===== config.mk =====
export PLATFORM = sky130hd
export DESIGN_NAME = uart_tx_mmio_flat
export DESIGN_NICKNAME = d
export VERILOG_FILES = /design/src/rtl/uart_tx_mmio_if.sv /design/src/rtl/uart_tx_mmio.sv /design/src/flat_wrapper.sv
export SDC_FILE = /design/constraint.sdc
export NUM_CORES = 1
export LEC_CHECK = 0
export CAP_MARGIN = 40
export CORE_MARGIN = 4
export CORE_UTILIZATION = 45
export DETAILED_ROUTE_END_ITERATION = 12
export SYNTH_ARGS = -nofsm -noshare
export SYNTH_HDL_FRONTEND = slang
export SYNTH_SLANG_ARGS = --single-unit

===== constraint.sdc =====
create_clock -name clk -period 3.4 [get_ports clk]
set_input_delay 1.02 -clock clk [delete_from_list [all_inputs] [get_ports clk]]
set_output_delay 1.02 -clock clk [all_outputs]
set_load 0.02 [all_outputs]

===== src/rtl/uart_tx_mmio_if.sv =====
// CPU data-bus view of the UART window: address/write strobe in, registered
// read data and window-select back to the top-level mux.
interface uart_tx_mmio_if;
  logic [15:0] address;
  logic [7:0]  data_write;
  logic        read_write;
  logic [7:0]  io_data_read;
  logic        io_sel;

  modport master (
    output address, data_write, read_write,
    input  io_data_read, io_sel
  );

  modport slave (
    input  address, data_write, read_write,
    output io_data_read, io_sel
  );
endinterface


===== src/rtl/uart_tx_mmio.sv =====
// Memory-mapped 8N1 UART transmitter: two-byte register window (DATA, STATUS),
// byte FIFO, and a bit-serialiser with registered tx/tx_busy.
module uart_tx_mmio #(
  parameter logic [15:0] BASE_ADDR = 16'hD000,
  parameter int          CLK_DIV   = 434,
  parameter int          FIFO_AW   = 3
) (
  input  logic           clk,
  input  logic           rst_n,
  uart_tx_mmio_if.slave  bus,
  output logic           tx,
  output logic           tx_busy
);
  localparam int DEPTH = 1 << FIFO_AW;
  localparam logic [FIFO_AW:0] DEPTH_C = (FIFO_AW+1)'(DEPTH);
  localparam logic [15:0] DIV_END = 16'(CLK_DIV - 1);

  typedef enum logic [1:0] {IDLE, START, DATA, STOP} state_t;

  logic               hit, off, wr_data, wr_stat;
  logic               push, pop, full, empty, baud_end;
  logic [FIFO_AW-1:0] wr_ptr_q, rd_ptr_q;
  logic [FIFO_AW:0]   count_q, count_d;
  logic [7:0]         mem_q [DEPTH];
  logic               ovf_q;
  state_t             state_q;
  logic [15:0]        baud_q;
  logic [2:0]         idx_q;
  logic [7:0]         shift_q;
  logic               tx_q, busy_q;
  logic [7:0]         rd_q;
  logic               sel_q;

  assign hit      = (bus.address[15:1] == BASE_ADDR[15:1]);
  assign off      = bus.address[0];
  assign wr_data  = hit && bus.read_write && !off;
  assign wr_stat  = hit && bus.read_write && off;

  assign full     = (count_q == DEPTH_C);
  assign empty    = (count_q == '0);
  assign baud_end = (baud_q == DIV_END);

  // Push decision uses the count at cycle start, so a pop in the same cycle
  // never makes room for a write that arrives while full.
  assign push = wr_data && !full;
  assign pop  = !empty && ((state_q == IDLE) || (state_q == STOP && baud_end));

  // Occupancy next-state; push and pop together cancel.
  always_comb begin
    count_d = count_q;
    case ({push, pop})
      2'b10:   count_d = count_q + 1'b1;
      2'b01:   count_d = count_q - 1'b1;
      default: count_d = count_q;
    endcase
  end

  // FIFO storage; contents need no reset since pointers/count define validity.
  always_ff @(posedge clk) begin
    if (push) mem_q[wr_ptr_q] <= bus.data_write;
  end

  // FIFO pointers, count and sticky overflow flag.
  always_ff @(posedge clk or negedge rst_n) begin
    if (!rst_n) begin
      wr_ptr_q <= '0;
      rd_ptr_q <= '0;
      count_q  <= '0;
      ovf_q    <= 1'b0;
    end else begin
      if (push) wr_ptr_q <= wr_ptr_q + 1'b1;
      if (pop)  rd_ptr_q <= rd_ptr_q + 1'b1;
      count_q <= count_d;
      if (wr_data && full)                      ovf_q <= 1'b1;
      else if (wr_stat && bus.data_write[3])    ovf_q <= 1'b0;
    end
  end

  // Transmit FSM: start, 8 data bits LSB first, stop; back-to-back frames
  // chain straight from STOP into START when another byte is queued.
  always_ff @(posedge clk or negedge rst_n) begin
    if (!rst_n) begin
      state_q <= IDLE;
      baud_q  <= '0;
      idx_q   <= '0;
      shift_q <= '0;
      tx_q    <= 1'b1;
      busy_q  <= 1'b0;
    end else begin
      case (state_q)
        IDLE: begin
          tx_q   <= 1'b1;
          busy_q <= 1'b0;
          if (pop) begin
            shift_q <= mem_q[rd_ptr_q];
            baud_q  <= '0;
            state_q <= START;
            tx_q    <= 1'b0;
            busy_q  <= 1'b1;
          end
        end
        START: begin
          if (baud_end) begin
            baud_q  <= '0;
            idx_q   <= '0;
            state_q <= DATA;
            tx_q    <= shift_q[0];
          end else begin
            baud_q <= baud_q + 1'b1;
          end
        end
        DATA: begin
          if (baud_end) begin
            baud_q <= '0;
            if (idx_q == 3'd7) begin
              state_q <= STOP;
              tx_q    <= 1'b1;
            end else begin
              shift_q <= shift_q >> 1;
              idx_q   <= idx_q + 1'b1;
              tx_q    <= shift_q[1];
            end
          end else begin
            baud_q <= baud_q + 1'b1;
          end
        end
        STOP: begin
          if (baud_end) begin
            baud_q <= '0;
            if (pop) begin
              shift_q <= mem_q[rd_ptr_q];
              state_q <= START;
              tx_q    <= 1'b0;
            end else begin
              state_q <= IDLE;
              busy_q  <= 1'b0;
            end
          end else begin
            baud_q <= baud_q + 1'b1;
          end
        end
        default: begin
          state_q <= IDLE;
          tx_q    <= 1'b1;
          busy_q  <= 1'b0;
        end
      endcase
    end
  end

  // Read path: one-cycle latency to match the synchronous RAM beside us.
  always_ff @(posedge clk or negedge rst_n) begin
    if (!rst_n) begin
      rd_q  <= 8'h00;
      sel_q <= 1'b0;
    end else begin
      sel_q <= hit;
      rd_q  <= (hit && off) ? {4'b0, ovf_q, busy_q, empty, full} : 8'h00;
    end
  end

  assign bus.io_data_read = rd_q;
  assign bus.io_sel       = sel_q;
  assign tx               = tx_q;
  assign tx_busy          = busy_q;
endmodule

===== src/flat_wrapper.sv =====
// flat-port wrapper written by rule: the top's interface ports become plain ports
module uart_tx_mmio_flat 
#(
  parameter logic [15:0] BASE_ADDR = 16'hD000,
  parameter int          CLK_DIV   = 434,
  parameter int          FIFO_AW   = 3
)
  (clk, rst_n, tx, tx_busy, bus_address, bus_data_write, bus_read_write, bus_io_data_read, bus_io_sel);
  uart_tx_mmio_if bus_i ();
  input  logic clk;
  input  logic rst_n;
  output logic tx;
  output logic tx_busy;
  input wire logic [$bits(bus_i.address)-1:0] bus_address;
  input wire logic [$bits(bus_i.data_write)-1:0] bus_data_write;
  input wire logic [$bits(bus_i.read_write)-1:0] bus_read_write;
  output wire logic [$bits(bus_i.io_data_read)-1:0] bus_io_data_read;
  output wire logic [$bits(bus_i.io_sel)-1:0] bus_io_sel;
  assign bus_i.address = bus_address;
  assign bus_i.data_write = bus_data_write;
  assign bus_i.read_write = bus_read_write;
  assign bus_io_data_read = bus_i.io_data_read;
  assign bus_io_sel = bus_i.io_sel;
  uart_tx_mmio #(.BASE_ADDR(BASE_ADDR), .CLK_DIV(CLK_DIV), .FIFO_AW(FIFO_AW)) u_core (.clk(clk), .rst_n(rst_n), .bus(bus_i), .tx(tx), .tx_busy(tx_busy));
endmodule

## Word level (Yosys, flattened, before mapping)

Memories as Yosys holds them, arrays and structs flattened.
Cells that the tools add are included.
Widths: inputs -> output; s select.

- Bits in registers: 51
- Bits in writable memories: 64
- Input bits: 27
- Logic and storage cells: 98
- Memories: 1

Memories:

| name | words | width | rd ports | clocked after memory_dff | write ports | RTL line | RTL |
|---|---|---|---|---|---|---|---|
| u_core.mem_q | 8 | 8 | 1 | 0 | 1 | uart_tx_mmio.sv:24 | `logic [7:0] mem_q [DEPTH];` |

- $add $sub $neg: 6
- Equal/unequal tests: 17
- Mux-type cells: 36
- Reductions and logical operators: 26

Operators by type and width:

| operator | count |
|---|---|
| $mux 16 | 2 |
| $mux 8 | 4 |
| $pmux 16 s2 | 1 |
| $pmux 8 s3 | 1 |
| $add 16x1->16 const B | 1 |
| $eq 16x9->1 const B | 1 |
| $eq 15x15->1 const B | 1 |
| $mux 1 | 14 |
| $ne 2x1->1 const B | 6 |
| $reduce_and 4->1 | 3 |
| $mux 2 | 5 |
| $add 3x1->3 const B | 3 |
| $logic_and 1x1->1 | 9 |
| $mux 3 | 3 |
| $pmux 2 s4 | 1 |
| $pmux 4 s2 | 1 |
| $reduce_bool 2->1 | 4 |
| $eq 2x2->1 const B | 3 |
| $pmux 3 s2 | 1 |
| $reduce_and 5->1 | 1 |
| $add 4x1->4 const B | 1 |
| $eq 2x1->1 const B | 2 |
| $eq 4x4->1 const B | 1 |
| $logic_not 4->1 | 1 |
| other kinds (12) | 15 |

## Longest topological paths before layout

Gate-level depths: netlist of the first run.

- Depth in word-level cells: 7
- Gate-level depth with buffers: 13
- Gate-level depth less buffers: 13

## Worst setup path after synthesis of the first run

Ideal clock, no wire load.

- Path type: input port to flip-flop
- Start point: in bus_address[7]
- End point: reg u_core.count_q[2]
- Arrival: 3.290 ns
- Path slack: -0.016 ns
- Stages on the path: 10
- Cells stage by stage: or4_1 -> nor4_4 -> nand4b_4 -> ha_1 -> xor2_1 -> ha_1 -> a21oi_1 -> xor2_1 -> nor2_1 -> xor2_1

- Cells in the longest elaborated chain, start to end: 6
- Elaborated cells on any way between the ends: 8
- Classes of those cells: eq/ne (3); mux (1); reduce/logical (4)

RTL lines:

| element | RTL line | RTL |
|---|---|---|
| start: declaration | flat_wrapper.sv:14 | `input wire logic [$bits(bus_i.address)-1:0] bus_address;` |
| $eq 15x15->1 * | uart_tx_mmio.sv:34 | `assign hit = (bus.address[15:1] == BASE_ADDR[15:1]);` |
| via u_core.hit | uart_tx_mmio.sv:20 | `logic hit, off, wr_data, wr_stat;` |
| $logic_and 1x1->1 * (2 in series) | uart_tx_mmio.sv:36 | `assign wr_data = hit && bus.read_write && !off;` |
| $logic_and 1x1->1 * | uart_tx_mmio.sv:45 | `assign push = wr_data && !full;` |
| $eq 2x1->1 / $eq 2x2->1 (equally long branches) | uart_tx_mmio.sv:51 | `case ({push, pop})` |
| $pmux 4 s2 / $reduce_bool 2->1 (equally long branches) | - |  |
| end signal: assignment | uart_tx_mmio.sv:73 | `count_q <= count_d;` |
| end: declaration | uart_tx_mmio.sv:23 | `logic [FIFO_AW:0] count_q, count_d;` |

The timed path passes the listed nets; every way through them passes the cells marked *.
A chain may end at the register's enable or synchronous reset.

## Worst setup path in the final report of the first run

- Start point: in bus_address[3]
- End point: reg u_core.count_q[2]

The elaborated chain is that of the path after synthesis.

==> results of run 1 <==
==> how the worst min path moves through the flow <==
stage	start	to	slack [ps]	depth (start not counted)
floorplan	u_core.baud_q[14]	u_core.baud_q[14]	460	1
global placement	u_core.tx	u_core.tx	460	2
detailed placement	u_core.tx	u_core.tx	470	2
CTS	u_core.tx	u_core.tx	490	2
global route	u_core.tx	u_core.tx	510	2
finish	u_core.tx	u_core.tx	490	2
==> area by class of cell <==
cell class / count / area (µm²)
fill: 909 / 4970
clock inverter: 7 / 105
sequential: 111 / 3100
timing repair buffer: 50 / 453
multi-input combinational: 245 / 1910
inverter: 10 / 37.5
tap: 140 / 175
clock buffer: 9 / 225
==> flip-flops by register name, indices dropped and copies added (netlist names), 2 cells and up <==
register / count
u_core.state_q: 2
u_core.rd_ptr_q: 3
u_core.wr_ptr_q: 3
u_core.idx_q: 3
u_core.bus.io_data_read: 4
u_core.baud_q: 16
u_core.shift_q: 8
u_core.count_q: 4
u_core.mem_q: 64
==> per-layer routing <==
layer | GRT usage | vias to the layer above | wire length [µm]
met1 | 0.222 | 1534 | 4470
met5 | 0 | - | 0
li1 | - | 1503 | -
met3 | 0.0405 | 2 | 281
met2 | 0.246 | 38 | 4820
met4 | 0.0344 | 0 | 43
==> power by group <==
group / leakage (nW) / switching (mW) / total (mW) / internal [mW]
sequential: 1.18 / 0.241 / 1.81 / 1.57
combinational: 0.919 / 0.574 / 1.22 / 0.644
clock: 0.162 / 0.525 / 1.13 / 0.603
total: 2.26 / 1.34 / 4.15 / 2.81
==> metrics by stage <==
step,area [µm²],power (mW),hold slack [ps],TNS (ps)
final,6010,4.15,492,0
after global routing,6010,4.45,508,0
after detailed placement,5670,3.06,465,-10040
after CTS,6000,4.20,486,0
after global placement,5670,3.04,462,-7890
after floorplan,5150,2.74,459,0
==> worst register-to-register path, cell delays in order (launching register included) <==
cell	delay, ps
dfrtp_1	440
or4_1	600
nor4_4	250
a21oi_1	180
nor2_2	280
ha_2	250
buf_4	130
nand3b_1	70
a21oi_1	150
nor3_1	70
nor3_1	180
xor2_1	190
==> cells in the final DEF (no fill, tap or decap), types with 3 or more instances in the layout <==
cell type / instances
inv_1: 10
ha_1: 12
conb_1: 4
inv_8: 3
or4_1: 3
buf_4: 17
xor2_1: 6
and3_1: 5
o31ai_1: 4
dfrtp_1: 46
nand3_1: 10
nor3_1: 14
mux2_2: 11
xnor2_1: 5
nand3b_1: 3
edfxtp_1: 64
a21oi_1: 7
mux4_2: 16
a22o_1: 4
nor2_1: 20
clkdlybuf4s50_1: 32
nand2_1: 35
mux2i_1: 9
o21ai_0: 33
clkbuf_16: 9
nand2b_1: 4
==> cells by family after synthesis <==
logic type / Yosys count / share of synthesized area
and+or+nand+nor: 117 / 0.127
other: 1 / 0.000730
buffers and inverters: 30 / 0.0287
muxes: 37 / 0.114
adders and majority gates: 14 / 0.0341
DFF: 111 / 0.603
xor gates and xnor gates: 11 / 0.0188
AOI/OAI and AO/OA: 62 / 0.0736
==> results.txt, run 1 <==
clk buf depth - 2
Leak - 2.26 nW
Setup Buffers After CTS - 0
crit-path max cell delay - 540 ps
Setup Crit Path Kind - input port to flip-flop
CTS tree - built
Routed Antenna Nets - 0
row count - 38
# hold bufs at CTS - 0
DRC - 0
Final period util - 0.963
total CTS buffers - 9
IO Pins - 38
Critical Path RT - 3630 ps
Hold Vio Cnt, Final - 0
Distinct cells, synth - 58
Post-DP HPWL - 6550 µm
Final Util - 0.547
sequential fraction of the synthesis area - 0.603
top-area cell type share of the netlist area - 0.374
Worst-path clk slew - 80 ps
Worst Setup End Kind - flip-flop
WL/cell - 16.8 µm
max cap viols - 0
area added between synthesis and finish - 17.0%
PostCTS Resize Cnt - 0
first-pass GRT wire length - 16000 µm
R2R depth - 11
cell count after synthesis - 383
placed instance count - 556
Slew headroom - 0.464
top cells by area, synth - edfxtp_1 37%, dfrtp_1 22%, mux4_2 7.0%, ha_1 3.4%, o21ai_0 3.2%
post-DR vias/cell - 5.38
fmax - 306 MHz
CP max FO - 3
CP bufs+invs - 1
IR drop worst, VDD - 0.387 mV
initial antenna violation count - 0
root buf cell - clkbuf_16
R2R setup slack - 540 ps
Synth Register Bits - 111
pin count of the biggest net entering global routing - 29
CP delay by family, top - simple AND/OR/NAND/NOR gates
unrepaired setup endpoints after global routing - false
die area - 13200 µm²
Clk Latency, worst-skew pair - 340 ps
H-tree Lvls - 3
drt total wl - 9610 µm
clk_skew - 8.13 ps
Die H - 115 µm
Cell Chain, Critical Path - clkdlybuf4s50_1, or4b_4, nor4_4, nand4b_4, ha_2, xor2_1, ha_1, a21oi_2, xor2_1, nor2_1, xor2_1
Total GRT Usage - 0.157
most common cell in the netlist - edfxtp_1
reg-to-reg startpoint - u_core.baud_q[6]
CTS sink cnt - 111
Final Setup Violations - 0
Pre-antenna DRT Iters - 4
Die Span X - 115 µm
CP max stage cell - or4b_4
Worst EP arrival - 3500 ps
layout cells sized above 1 - 0.190
Starting Density - 0.468
Post-synth EDFFs - 64
Period minus WS final - 3270 ps
Async SR Flop Fraction - 0.423
Post-synth top cells - 64 x edfxtp_1, 46 x dfrtp_1, 35 x nand2_1, 33 x o21ai_0, 20 x nor2_1
worst setup path startpoint - bus_address[3]
pre-CTS setup slack - -302 ps
WP depth - 11
startpoint types - input port
Routability Congestion - 0.750
post-route setup slack - 127 ps
synth warn - 0
Core Region - 11000 µm²
cell taking the most area after synthesis - edfxtp_1
crit path capture - u_core.count_q[2]
Post-Syn Area - 5140 µm²
Ant. Diodes - 0
vias in the first global route - 3035
pwr/cell area - 691 nW/µm²
Worst Tran Pin Value - 804 ps
top_reg_cell synth - edfxtp_1
mean area per synthesized cell - 13.4 µm²
Buffers on Ports - 33
grt total ovfl - 0
Final nets - 468
status - finished, final reports clean
R2R Path End - u_core.count_q[3]
vias - 3077
CP most frequent cell - xor2_1
Slew Viols, Final - 0
final std cells w/o fill - 572
DR iter-0 viols - 171
worst hold path type - flip-flop to flip-flop
No activity file was read; power rests on OpenSTA's default activity.
==> run 2: changes to the inputs <==
TNS_END_PERCENT = 1   (was default)
==> results of run 2 <==
No change in the layout: final DEF, timing and power equal those of run 1.
